$ cat src/rtl/cdb_arbiter.sv
// Common Data Bus arbiter.
// Picks one ready functional unit per cycle by round-robin and grants it
// combinationally. The winner's tag and result are captured into a broadcast
// register, which drives the CDB for exactly one cycle on the next cycle.
module cdb_arbiter #(
  parameter int NUM_REQ    = 4,
  parameter int LOCK_WIDTH = 5,
  parameter int DATA_WIDTH = 32
) (
  input  logic                             clk,
  input  logic                             rst,
  input  logic [NUM_REQ-1:0]               req_valid,
  input  logic [NUM_REQ*LOCK_WIDTH-1:0]    req_index,
  input  logic [NUM_REQ*DATA_WIDTH-1:0]    req_result,
  output logic [NUM_REQ-1:0]               grnt,
  input  logic                             flush,
  input  logic                             cdb_stall,
  output logic                             cdb_valid,
  output logic [LOCK_WIDTH-1:0]            cdb_index,
  output logic [DATA_WIDTH-1:0]            cdb_result
);

  localparam int PTR_W = (NUM_REQ > 1) ? $clog2(NUM_REQ) : 1;

  logic [PTR_W-1:0]      r_ptr;
  logic                  r_cdb_valid;
  logic [LOCK_WIDTH-1:0] r_cdb_index;
  logic [DATA_WIDTH-1:0] r_cdb_result;

  logic                  w_found;
  logic [PTR_W-1:0]      w_win;
  logic [PTR_W:0]        w_sum;
  logic                  w_grant_en;
  logic [NUM_REQ-1:0]    w_grnt;
  logic [LOCK_WIDTH-1:0] w_tag;
  logic [DATA_WIDTH-1:0] w_data;
  logic [PTR_W-1:0]      w_ptr_nxt;

  // Round-robin search: scan rr_ptr..NUM_REQ-1 then 0..rr_ptr-1; first set bit wins.
  always_comb begin
    w_found = 1'b0;
    w_win   = '0;
    w_sum   = '0;
    for (int k = 0; k < NUM_REQ; k++) begin
      w_sum = {1'b0, r_ptr} + (PTR_W+1)'(k);
      if (w_sum >= (PTR_W+1)'(NUM_REQ))
        w_sum = w_sum - (PTR_W+1)'(NUM_REQ);
      if (!w_found && req_valid[w_sum[PTR_W-1:0]]) begin
        w_found = 1'b1;
        w_win   = w_sum[PTR_W-1:0];
      end
    end
  end

  // A grant is suppressed by stall, flush or reset; grant is one-hot on the winner.
  assign w_grant_en = w_found && !cdb_stall && !flush && rst;

  // One-hot grant vector for the winning unit (zero when no grant).
  always_comb begin
    w_grnt = '0;
    if (w_grant_en)
      w_grnt[w_win] = 1'b1;
  end

  // Mux the granted unit's tag and result; zero when nothing is granted.
  always_comb begin
    w_tag  = '0;
    w_data = '0;
    for (int i = 0; i < NUM_REQ; i++) begin
      if (w_grnt[i]) begin
        w_tag  = req_index[i*LOCK_WIDTH +: LOCK_WIDTH];
        w_data = req_result[i*DATA_WIDTH +: DATA_WIDTH];
      end
    end
  end

  // Pointer advances past the winner with an explicit wrap compare, so
  // NUM_REQ need not be a power of two.
  assign w_ptr_nxt = (w_win == PTR_W'(NUM_REQ - 1)) ? '0 : w_win + 1'b1;

  // Broadcast register: single-cycle capture of the winner, cleared otherwise.
  always_ff @(posedge clk or negedge rst) begin
    if (!rst) begin
      r_ptr        <= '0;
      r_cdb_valid  <= 1'b0;
      r_cdb_index  <= '0;
      r_cdb_result <= '0;
    end else if (w_grant_en) begin
      r_ptr        <= w_ptr_nxt;
      r_cdb_valid  <= 1'b1;
      r_cdb_index  <= w_tag;
      r_cdb_result <= w_data;
    end else begin
      r_cdb_valid  <= 1'b0;
      r_cdb_index  <= '0;
      r_cdb_result <= '0;
    end
  end

  assign grnt       = w_grnt;
  assign cdb_valid  = r_cdb_valid;
  assign cdb_index  = r_cdb_index;
  assign cdb_result = r_cdb_result;

endmodule
$ cat config.mk
export PLATFORM = sky130hd
export DESIGN_NAME = cdb_arbiter
export DESIGN_NICKNAME = d
export VERILOG_FILES = /design/src/rtl/cdb_arbiter.sv
export SDC_FILE = /design/constraint.sdc
export NUM_CORES = 1
export LEC_CHECK = 0
export ABC_AREA = 1
export BUFFER_PORTS_ARGS = -buffer_cell sky130_fd_sc_hd__buf_2
export CORE_MARGIN = 3
export CORE_UTILIZATION = 50
export CTS_CLUSTER_DIAMETER = 60
export DETAILED_ROUTE_END_ITERATION = 10
export PLACE_DENSITY = 0.87
export SLEW_MARGIN = 30
export SYNTH_ARGS = -nofsm -noshare
export SYNTH_HDL_FRONTEND = slang
export SYNTH_SLANG_ARGS = --single-unit
$ cat constraint.sdc
create_clock -name clk -period 5.4 [get_ports clk]
set_input_delay 1.35 -clock clk [delete_from_list [all_inputs] [get_ports clk]]
set_output_delay 1.35 -clock clk [all_outputs]
set_load 0.02 [all_outputs]
==> summary.md <==
| Metric | Value |
|---|---|
| Status | `finished clean` |
| Number of global-route vias before repair | `4140` |
| Async set or reset register ratio after synthesis | `100%` |
| XOR/XNOR share of the synthesized area | `0%` |
| Slew headroom | `45.9%` |
| Crit. End Element | `output pin` |
| Max Slew Vio Count | `0` |
| Synth Instances | `about 580` |
| Most common cell on crit path | `inv_1` |
| Flop2flop setup slack | `between 2000 and 2500 ps` |
| 1st-pass router iterations | `5` |
| Netlist cell types | `28` |
| Worst Path Buf+Inv | `6` |
| Clk slew on worst S/H paths | `80 ps` |
| Die X | `93.0 um` |
| Final setup margin | `903 ps` |
| EDFF count, synth | `0` |
| Switching part of the total power | `approximately 60%` |
| Grt met2 use | `45.7%` |
| Yosys top cell area share | `26.5%` |
| Met1 Track Usage GR | `33.7%` |
| Final hold viol count | `0` |
| TNS Setup | `0 ps` |
| Primary FF master, synth | `dfrtp_1` |
| Aggregate global-route resource usage | `26.3%` |
| DP HPWL | `just under 8 mm` |
| Synthesized area | `3780 sq um` |
| IO buf count | `197` |
| Root buffer cell | `clkbuf_8` |
| DRT Wirelength | `between 10 and 15 mm` |
| Row cnt | `31` |
| Layout Skew | `2.59 ps` |
| Top Usage Layer GRT | `met2` |
| Worst-Skew Late Latency | `280 ps` |
| Htree depth | `2` |
| Final nets | `895` |
| Tot Pwr | `2.60 mW` |
| RSZ-0062 raised after global routing | `false` |
| Max Buffers Root-to-Sink | `2` |
| Simple-Gate Fraction of Synth Area | `42.1%` |
| Worst hold path type | `register to register` |
| Slowest CP cell | `o211ai_1` |
| Commonest non-fill, non-tap cell in the layout | `buf_2` |
| Initial Utilization | `51.9%` |
| Seq/Total Area, Yosys | `26.5%` |
| Die area | `8650 sq um` |
| Vias per inst | `5.45` |
| Worst path top cell family by delay | `simple AND/OR/NAND/NOR gates` |
| Critical Path, Cell by Cell | `buf_2 > inv_1 > nand2_2 > nand3_2 > nand2_2 > nor2_8 > nand2_1 > o211ai_1 > nand2_1 > inv_1 > ha_1 > nand3_1 > buf_4 > inv_1 > buf_2` |
| Initial antenna violation count | `0` |
| CTS buffer count | `5` |
| Layout cells sized above 1 | `37.6%` |
| Combinational Power Share | `74.4%` |
| Post-route antenna net violation count | `0` |
| Dpl ws | `between 900 and 1000 ps` |
| Syn_nets | `about 740` |
| Yosys top cell by area | `dfrtp_1` |
| CP Class | `primary input to output pin` |
| Syn. warnings | `0` |
| CTS tree | `yes` |
| Sw power | `1.57 mW` |
| Int Pwr | `1.03 mW` |
| Final period utilization | `83.3%` |
| CORE AREA | `7290 sq um` |
| Largest family of logic cells by synthesized area | `simple AND/OR/NAND/NOR gates` |
| Grt met3 use | `4.59%` |
| Top cells by area, synth | `dfrtp_1 (26%), nand4_1 (19%), nand2_1 (12%)` |
| Power Density | `around 550 nW/um^2` |
| Minimum clock period after layout | `4500 ps` |
| Max Cap Viol | `0` |
| CP Launch Type | `primary input` |
| Avg Cell Area, Syn | `around 6.6 sq um` |
| CP Data Arrival Time | `3150 ps` |
| Mux cell area share after synthesis | `0%` |
| Synth Area in Compound Gates | `a little under an eighth` |
| Fmax | `222 MHz` |
| WP data required | `4050 ps` |
| Iteration-0 DRC Markers | `roughly 260` |
| Wire length per cell | `approximately 14 um` |
| DR vias | `4552` |
| Crit path largest cell delay | `around 220 ps` |
| Flops & latches, synth | `40` |
| Worst slew pin tran | `812 ps` |
| Area Overhead vs Synth | `25.7%` |
| Setup violations, final | `0` |
| I/O pins | `198` |
| Leakage | `2.77 nW` |
| # clock sinks | `40` |
| Cts hold-fix bufs | `0` |
| Most frequent cells in the layout | `buf_2 (197), nand2_1 (119), nand4_1 (113)` |
| Crit path max fanout | `6` |
| VDD IR-drop max | `0.501 mV` |
| First-pass GRT wire length | `18.9 mm` |
| GP Congestion | `0.846` |
| Largest net degree at the start of global routing | `109` |
| Adder-cell area share of the yosys netlist | `1.32%` |
| DRC Markers | `0` |
| Total congestion overflow | `0` |
| N_diodes | `0` |
| Setup bufs post-CTS | `0` |
| Clk network pwr share | `between 10% and 20%` |
| Reg power frac | `15.1%` |
| Post-CTS resize count | `0` |
| Die height | `93.0 um` |
==> state kept, by name, summed over array words and instances, names as in the netlist <==
signal and count:
cdb_index 5, r_ptr 2, cdb_valid 1, cdb_result 32
==> power by group through the flow <==
stage	combinational (mW)	sequential, mW	clock (mW)
4_1_cts	1.90	0.391	0.282
5_1_grt	2.14	0.398	0.291
3_3_place_gp	1.82	0.397	0
2_1_floorplan	1.48	0.459	0
6_report	1.93	0.392	0.274
3_5_place_dp	1.90	0.397	0
==> worst min-delay path, cell delays in order (launching register included) <==
cell and delay [ps]:
dfrtp_1 430, inv_2 150, o21ai_1 90
==> routing by layer <==
| metal | part of all wire (%) | vias to the layer above |
|---|---|---|
| met5 | 0 | - |
| met4 | 2.0 | 0 |
| met3 | 8.3 | 31 |
| met2 | 50 | 227 |
| met1 | 40 | 2081 |
| li1 | - | 2213 |
==> cells in the mapped netlist (4+ instances only) <==
library cell	instances
nand2_1	119
nand4_1	113
inv_1	82
nor2_1	47
dfrtp_1	40
o21ai_0	34
nand2_2	25
clkbuf_1	20
a21oi_1	19
a21oi_2	19
buf_2	13
buf_6	9
buf_1	7
inv_2	7
buf_4	4
ha_1	4
==> path summary, 6_finish.rpt <==
path | startpoint | end | cells past startpoint
setup / recovery | req_valid[3] | grnt[3] | 15
hold / removal | r_ptr[1] | r_ptr[1] | 2
setup reg to reg | r_ptr[0] | cdb_result[19] | 14
hold reg to reg | r_ptr[1] | r_ptr[1] | 2
max in group asynchronous | rst | cdb_result[25] | 2
min in group asynchronous | rst | cdb_result[21] | 2
==> area by class of cell <==
cell class              instances  area [sq um]
clock inverters                 1          30.0
flip-flops and latches         40          1000
inverters                      89           335
repair buffers                207          1060
fillers                       671          2540
clock buffers                   7          96.3
multi-input cells             392          2100
well taps                      99           124
==> stage by stage <==
step | std cells | area (sq um) | hold WS (ps) | util, %
6_report | 835 | 4760 | 710 | 65.2
5_1_grt | 835 | 4760 | 735 | 65.2
4_1_cts | 835 | 4750 | 705 | 65.2
3_5_place_dp | 827 | 4620 | 681 | 63.4
3_3_place_gp | 827 | 4620 | 675 | 63.4
2_1_floorplan | 577 | 3780 | 629 | -
==> cell families after synthesis <==
group | after synthesis
compound gates | 75
fa+ha+maj | 4
buf+inv | 145
flops | 40
simple gates | 313
Note: power is estimated with default switching activity, not from simulation.
